**config.mk**
```make
export PLATFORM = sky130hd
export DESIGN_NAME = arbitro_pops_nvc
export DESIGN_NICKNAME = d
export VERILOG_FILES = /design/src/rtl/arbitro_pops_nvc.sv
export SDC_FILE = /design/constraint.sdc
export NUM_CORES = 1
export LEC_CHECK = 0
export CORE_ASPECT_RATIO = 1.2
export CORE_MARGIN = 2
export CORE_UTILIZATION = 35
export CTS_BUF_LIST = sky130_fd_sc_hd__clkbuf_8
export CTS_CLUSTER_SIZE = 12
export DETAILED_ROUTE_END_ITERATION = 8
export PLACE_DENSITY_LB_ADDON = 0.3
export SETUP_SLACK_MARGIN = 0.3
export SYNTH_ARGS = -nofsm -noshare
export SYNTH_HDL_FRONTEND = slang
export SYNTH_SLANG_ARGS = --single-unit
```
**constraint.sdc**
```tcl
create_clock -name clk -period 8.14 [get_ports clk]
set_input_delay 1.628 -clock clk [delete_from_list [all_inputs] [get_ports clk]]
set_output_delay 1.628 -clock clk [all_outputs]
set_load 0.01 [all_outputs]
```
**src/rtl/arbitro_pops_nvc.sv**
```systemverilog
// Pop arbiter for NUM_VC FWFT virtual channels onto NUM_DEST destination FIFOs.
// Strict priority or weighted round robin with per-destination backpressure.
module arbitro_pops_nvc #(
    parameter int NUM_VC   = 4,
    parameter int NUM_DEST = 4,
    parameter int DATA_W   = 6,
    parameter int WEIGHT_W = 4,
    parameter int DEST_W   = $clog2(NUM_DEST)
) (
    input  logic                         clk,
    input  logic                         reset_L,
    input  logic [NUM_VC-1:0]            vc_empty,
    input  logic [NUM_VC*DATA_W-1:0]     vc_head,
    input  logic [NUM_DEST-1:0]          dest_full,
    input  logic [NUM_DEST-1:0]          dest_almost_full,
    input  logic                         mode,
    input  logic [NUM_VC*WEIGHT_W-1:0]   weights,
    output logic [NUM_VC-1:0]            vc_pop,
    output logic [NUM_VC-1:0]            pop_delay,
    output logic [NUM_DEST-1:0]          dest_push,
    output logic [$clog2(NUM_VC)-1:0]    grant_vc
);

    localparam int VC_W = $clog2(NUM_VC);
    localparam int DPAD = 1 << DEST_W;

    logic [DEST_W-1:0]   dest [NUM_VC];
    logic [DPAD-1:0]     blocked;
    logic [DPAD-1:0]     dvalid;
    logic [NUM_VC-1:0]   elig;
    logic [VC_W-1:0]     owner;
    logic [WEIGHT_W-1:0] credit;
    logic                grant_hit;
    logic [VC_W-1:0]     grant_idx;
    logic [VC_W-1:0]     next_owner;
    logic [WEIGHT_W-1:0] next_credit;
    logic [WEIGHT_W-1:0] w_sel;
    logic [DEST_W-1:0]   g_dest;
    logic [NUM_DEST-1:0] push_nxt;

    // Padded views so out-of-range destination codes index safely.
    always_comb begin
        blocked = '0;
        dvalid  = '0;
        blocked[NUM_DEST-1:0] = dest_full | dest_almost_full;
        dvalid[NUM_DEST-1:0]  = '1;
        for (int i = 0; i < NUM_VC; i++) begin
            dest[i] = vc_head[i*DATA_W + DATA_W - DEST_W +: DEST_W];
            elig[i] = ~vc_empty[i] & dvalid[dest[i]] & ~blocked[dest[i]];
        end
    end

    always_comb begin
        int idx;
        grant_hit   = 1'b0;
        grant_idx   = '0;
        next_owner  = owner;
        next_credit = credit;
        w_sel       = '0;
        idx         = 0;
        if (!mode) begin
            next_owner  = VC_W'(NUM_VC - 1);
            next_credit = '0;
            for (int i = NUM_VC - 1; i >= 0; i--) begin
                if (elig[i]) begin
                    grant_hit = 1'b1;
                    grant_idx = VC_W'(i);
                end
            end
        end else if (elig[owner] && credit != '0) begin
            grant_hit   = 1'b1;
            grant_idx   = owner;
            next_credit = credit - 1'b1;
        end else begin
            // Descending scan so the nearest VC after owner wins.
            for (int k = NUM_VC; k >= 1; k--) begin
                idx = (int'(owner) + k) % NUM_VC;
                if (elig[idx[VC_W-1:0]]) begin
                    grant_hit = 1'b1;
                    grant_idx = idx[VC_W-1:0];
                end
            end
            if (grant_hit) begin
                for (int i = 0; i < NUM_VC; i++) begin
                    if (grant_idx == VC_W'(i)) begin
                        w_sel = weights[i*WEIGHT_W +: WEIGHT_W];
                    end
                end
                next_owner  = grant_idx;
                next_credit = (w_sel == '0) ? '0 : w_sel - 1'b1;
            end
        end
    end

    always_comb begin
        g_dest = '0;
        for (int i = 0; i < NUM_VC; i++) begin
            vc_pop[i] = reset_L & grant_hit & (grant_idx == VC_W'(i));
            if (grant_idx == VC_W'(i)) begin
                g_dest = dest[i];
            end
        end
        for (int j = 0; j < NUM_DEST; j++) begin
            push_nxt[j] = (g_dest == DEST_W'(j));
        end
    end

    always_ff @(posedge clk or negedge reset_L) begin
        if (!reset_L) begin
            pop_delay <= '0;
            dest_push <= '0;
            grant_vc  <= '0;
            owner     <= VC_W'(NUM_VC - 1);
            credit    <= '0;
        end else begin
            pop_delay <= vc_pop;
            owner     <= next_owner;
            credit    <= next_credit;
            if (grant_hit) begin
                dest_push <= push_nxt;
                grant_vc  <= grant_idx;
            end else begin
                dest_push <= '0;
            end
        end
    end

endmodule
```
==> impl_summary.txt <==
----------------------------------------------------
[Worst setup path]
  Type of element launching the critical path ... input port
  Number of buffer and inverter stages on the critical path ... 2
  Capture instance of the worst register-to-register path ... credit[1]$_DFFE_PN0P_
  Worst path cell trace ... clkdlybuf4s50_1 -> or4_1 -> a41o_1 -> o21ai_1 -> nor2_1 -> a21oi_1 -> a21oi_2 -> mux2i_1 -> nand3_1 -> nor2_1 -> clkdlybuf4s50_1
  Biggest fanout along the worst timing path ... 8
  Beginning of the critical path ... vc_head[23]
  Max stage delay cell, worst path ... sky130_fd_sc_hd__or4_1
  Critical path class ... input port to primary output
  Register-to-Register Path Depth ... 11
  Delay-heaviest family, CP ... simple AND/OR/NAND/NOR gates
  Capturing element type of the critical path ... primary output
  Arrival time at the worst endpoint ... roughly 5.4 ns
  Worst Path Required ... ~6.5 ns
  Reg-to-reg critical path startpoint ... owner[1]$_DFFE_PN1P_
  Critical path's largest stage delay ... between 0.6 and 0.7 ns
  Reg-to-reg setup timing slack ... 5.39 ns

[Logic synthesis]
  Dominant register cell in the synthesized netlist ... sky130_fd_sc_hd__dfrtp_1
  Sequential share of the synthesized area ... 25.6%
  Syn Inst Count ... approximately 180
  Area fraction of the dominant cell type after synthesis ... 22.3%
  Total number of yosys warnings ... 0
  Area contributors post-synth ... sky130_fd_sc_hd__dfrtp_1 22%, sky130_fd_sc_hd__mux4_2 8.6%, sky130_fd_sc_hd__mux2i_1 7.6%, sky130_fd_sc_hd__nor2_1 4.5%, sky130_fd_sc_hd__nand2_1 3.6%
  Commonest cells post-synth ... 19 x sky130_fd_sc_hd__nor2_1, 15 x sky130_fd_sc_hd__nand2_1, 14 x sky130_fd_sc_hd__dfrtp_1
  Count of flip-flops with a built-in enable after synthesis ... 0
  Syn_nets ... between 200 and 250
  Library cells used by synthesis ... 54
  Share of flip-flops with an asynchronous set or reset after synthesis ... 100%
  Post-synthesis instance area ... 1570 um^2
  Cell type contributing the most total cell area after synthesis ... sky130_fd_sc_hd__dfrtp_1
  Most frequently used cell type in the post-synthesis netlist ... sky130_fd_sc_hd__nor2_1
  Mean instance size in the synthesized netlist ... just under 9 um^2
  Flip-flop and latch count after synthesis ... 16

[Timing]
  Final worst path period share ... a little under nine tenths
  Setup TNS ... 0 ns
  Maximum achievable frequency ... roughly 140 MHz
  Setup repair after global routing missed its margin ... no
  Max-slew violation count ... 0
  Worst Skew ... ~0.0011 ns
  Final period demand of the worst path ... 7.03 ns
  Number of hold-slack violations in the final timing report ... 0
  Slew at the pin closest to its max-slew limit ... 0.868 ns
  Max-slew headroom ... approximately two fifths
  Total setup violations reported at the end of the flow ... 0

[Clock network]
  Total CTS buffers ... 3
  Hold-fix buffers, CTS ... 0
  Clock Root Buffer ... sky130_fd_sc_hd__clkbuf_8
  CTS tree ... built
  # resized after CTS ... 0
  Source-to-sink clock delay at the later pin of the worst-skew pair ... ~0.24 ns
  CTS sink cnt ... 16
  CTS H-tree depth ... 1
  Maximum root-to-sink buffer count ... 2
  Number of post-CTS setup repair buffers ... 0
  Clock-pin slew reported for the worst setup and hold paths after clock tree synthesis ... about 0.06 ns

[Cells and area]
  Flip-flop and latch area ... about 400 um^2
  Post-layout nets ... 287
  Fillcell total ... between 400 and 500
  Final design instance area without fill ... roughly 2200 um^2
  Multi-input gate area ... roughly 1100 um^2
  Fraction of layout cells with a size suffix above 1 ... a little under an eighth
  Area grow syn2layout ... 39.3%
  N_diodes ... 0

[Drt]
  Detailed-route via count ... between 1500 and 2000
  Remaining antenna violation count ... 0
  Post-route DRC violation count ... 0
  Detailed Route Iter0 Violations ... 55
  Total wire length ... between 3 and 4 mm
  Routed wire length per instance ... about 14 um
  DRT Pass-1 Iters ... 4
  DR vias/cell ... ~5.6

[Die]
  I/O pin total ... 69
  Die X ... approximately 65 um
  CORE AREA ... 4290 um^2
  Starting Density ... 36.6%
  Number of placement rows ... 26
  Die area ... between 5000 and 6000 um^2
  Die height ... a little under 80 um

[Global routing]
  Largest net degree at the start of global routing ... 26
  M1 GR Usage ... roughly a fifth
  Global-route wire length before repair ... between 6 and 7 mm
  Total global routing track utilization ... about 16%
  Number of antenna violations at the first check in global routing ... 0
  Most used routing layer ... met2
  Via count of the first global-routing pass ... ~1500
  Met2 track demand over resource ... between 20% and 30%
  Overflow left after global routing ... 0
  Met3 routing resource usage after global routing ... less than 1%

[Place]
  IO Port Bufs ... 52
  GPL Wtd Cong ... slightly above 0.9
  Instance area at placement ... about 2100 um^2
  Half-perimeter wire length after detailed placement ... around 3.2 mm

[Worst hold path]
  Cells on Worst Hold Path ... 1
  Worst min-delay path endpoint ... grant_vc[1]$_DFFE_PN0P_
  Worst Hold Class ... register to register
  Origin of the worst min-delay path ... grant_vc[1]$_DFFE_PN0P_

[Job]
  Reported max-cap violation count ... 0

[Pwr]
  Leakage ... ~0.00090 uW
  Power density over the cells ... between 150 and 200 nW/um^2
  Worst ir drop on vdd ... approximately 65 uV

[Status]
  Outcome ... complete, no violations

----------------------------------------------------
## worst max-delay path by stage
stage | end | slack [ns] | depth (start not counted)
floorplan | vc_pop[2] | 2.55 | 9
global placement | vc_pop[3] | 1.12 | 11
detailed placement | vc_pop[3] | 1.11 | 11
CTS | vc_pop[3] | 1.11 | 11
global route | vc_pop[2] | 0.83 | 11
finish | vc_pop[2] | 1.11 | 11
## stage by stage
stage | instances | util [%] | setup WS [ns] | hold WS, ns | total power, uW
2_1_floorplan | 179 | - | 2.55 | 0.515 | 214
5_1_grt | 284 | 51.0 | 0.825 | 0.488 | 368
4_1_cts | 284 | 51.0 | 1.11 | 0.480 | 343
3_3_place_gp | 280 | 49.7 | 1.12 | 0.463 | 272
6_report | 284 | 51.0 | 1.11 | 0.477 | 340
3_5_place_dp | 280 | 49.7 | 1.11 | 0.465 | 274
## kinds of logic (layout without fill, tap and decap cells)
family	count (synthesis)	count (layout)	share of synthesized area, %
compound gates	50	50	25.4
mux	19	19	17.2
fa+ha+maj	3	3	2.39
flops	16	16	25.6
buf+inv	17	66	4.38
simple gates	74	74	25.0
## layout by cell type, fill, tap and decap left out, drive strengths merged, types with 4 or more instances in the layout
master          n
o21ai           5
or2             8
a211oi          4
a311oi          5
mux2i          12
clkdlybuf4s50  52
dfrtp          14
mux4            6
nor3           12
clkbuf          4
inv             9
nor2           19
a21oi           6
nand2          16
nand3           6
o211ai          4
## layout make-up
cell class	count	area share, %
Tap cell	56	3.20
Clock buffer	4	2.51
Timing Repair Buffer	53	24.1
Inverter	9	1.54
Multi-Input combinational cell	146	50.2
Sequential cell	16	18.4
## power breakdown
part           switching [uW]  total [uW]  internal, uW
clock                    25.0        67.8          42.8
combinational            87.0         169          82.0
sequential               9.49         103          93.9
total                     121         340           219
## registers in the layout, indices dropped and copies added, names as in the netlist
| register | cells |
|---|---|
| owner | 2 |
| dest_push | 4 |
| credit | 4 |
| pop_delay | 4 |
| grant_vc | 2 |
## metal layers
| layer | vias up | wire length [um] |
|---|---|---|
| met5 | - | 0 |
| met4 | 0 | 84 |
| met3 | 10 | 172 |
| met2 | 61 | 2000 |
| met1 | 736 | 1610 |
| li1 | 785 | - |
## worst register-to-register path, delay by kind of cell, from the launching register on
family                   cells  cell delay (ns)
AO/OA/AOI/OAI                3             0.63
adder cells (fa/ha/maj)      1             0.27
buffers and inverters        3             0.45
flip-flops                   1             0.61
multiplexers                 2             0.37
AND/OR/NAND/NOR              2             0.36
(Power assumes the default switching activity.)
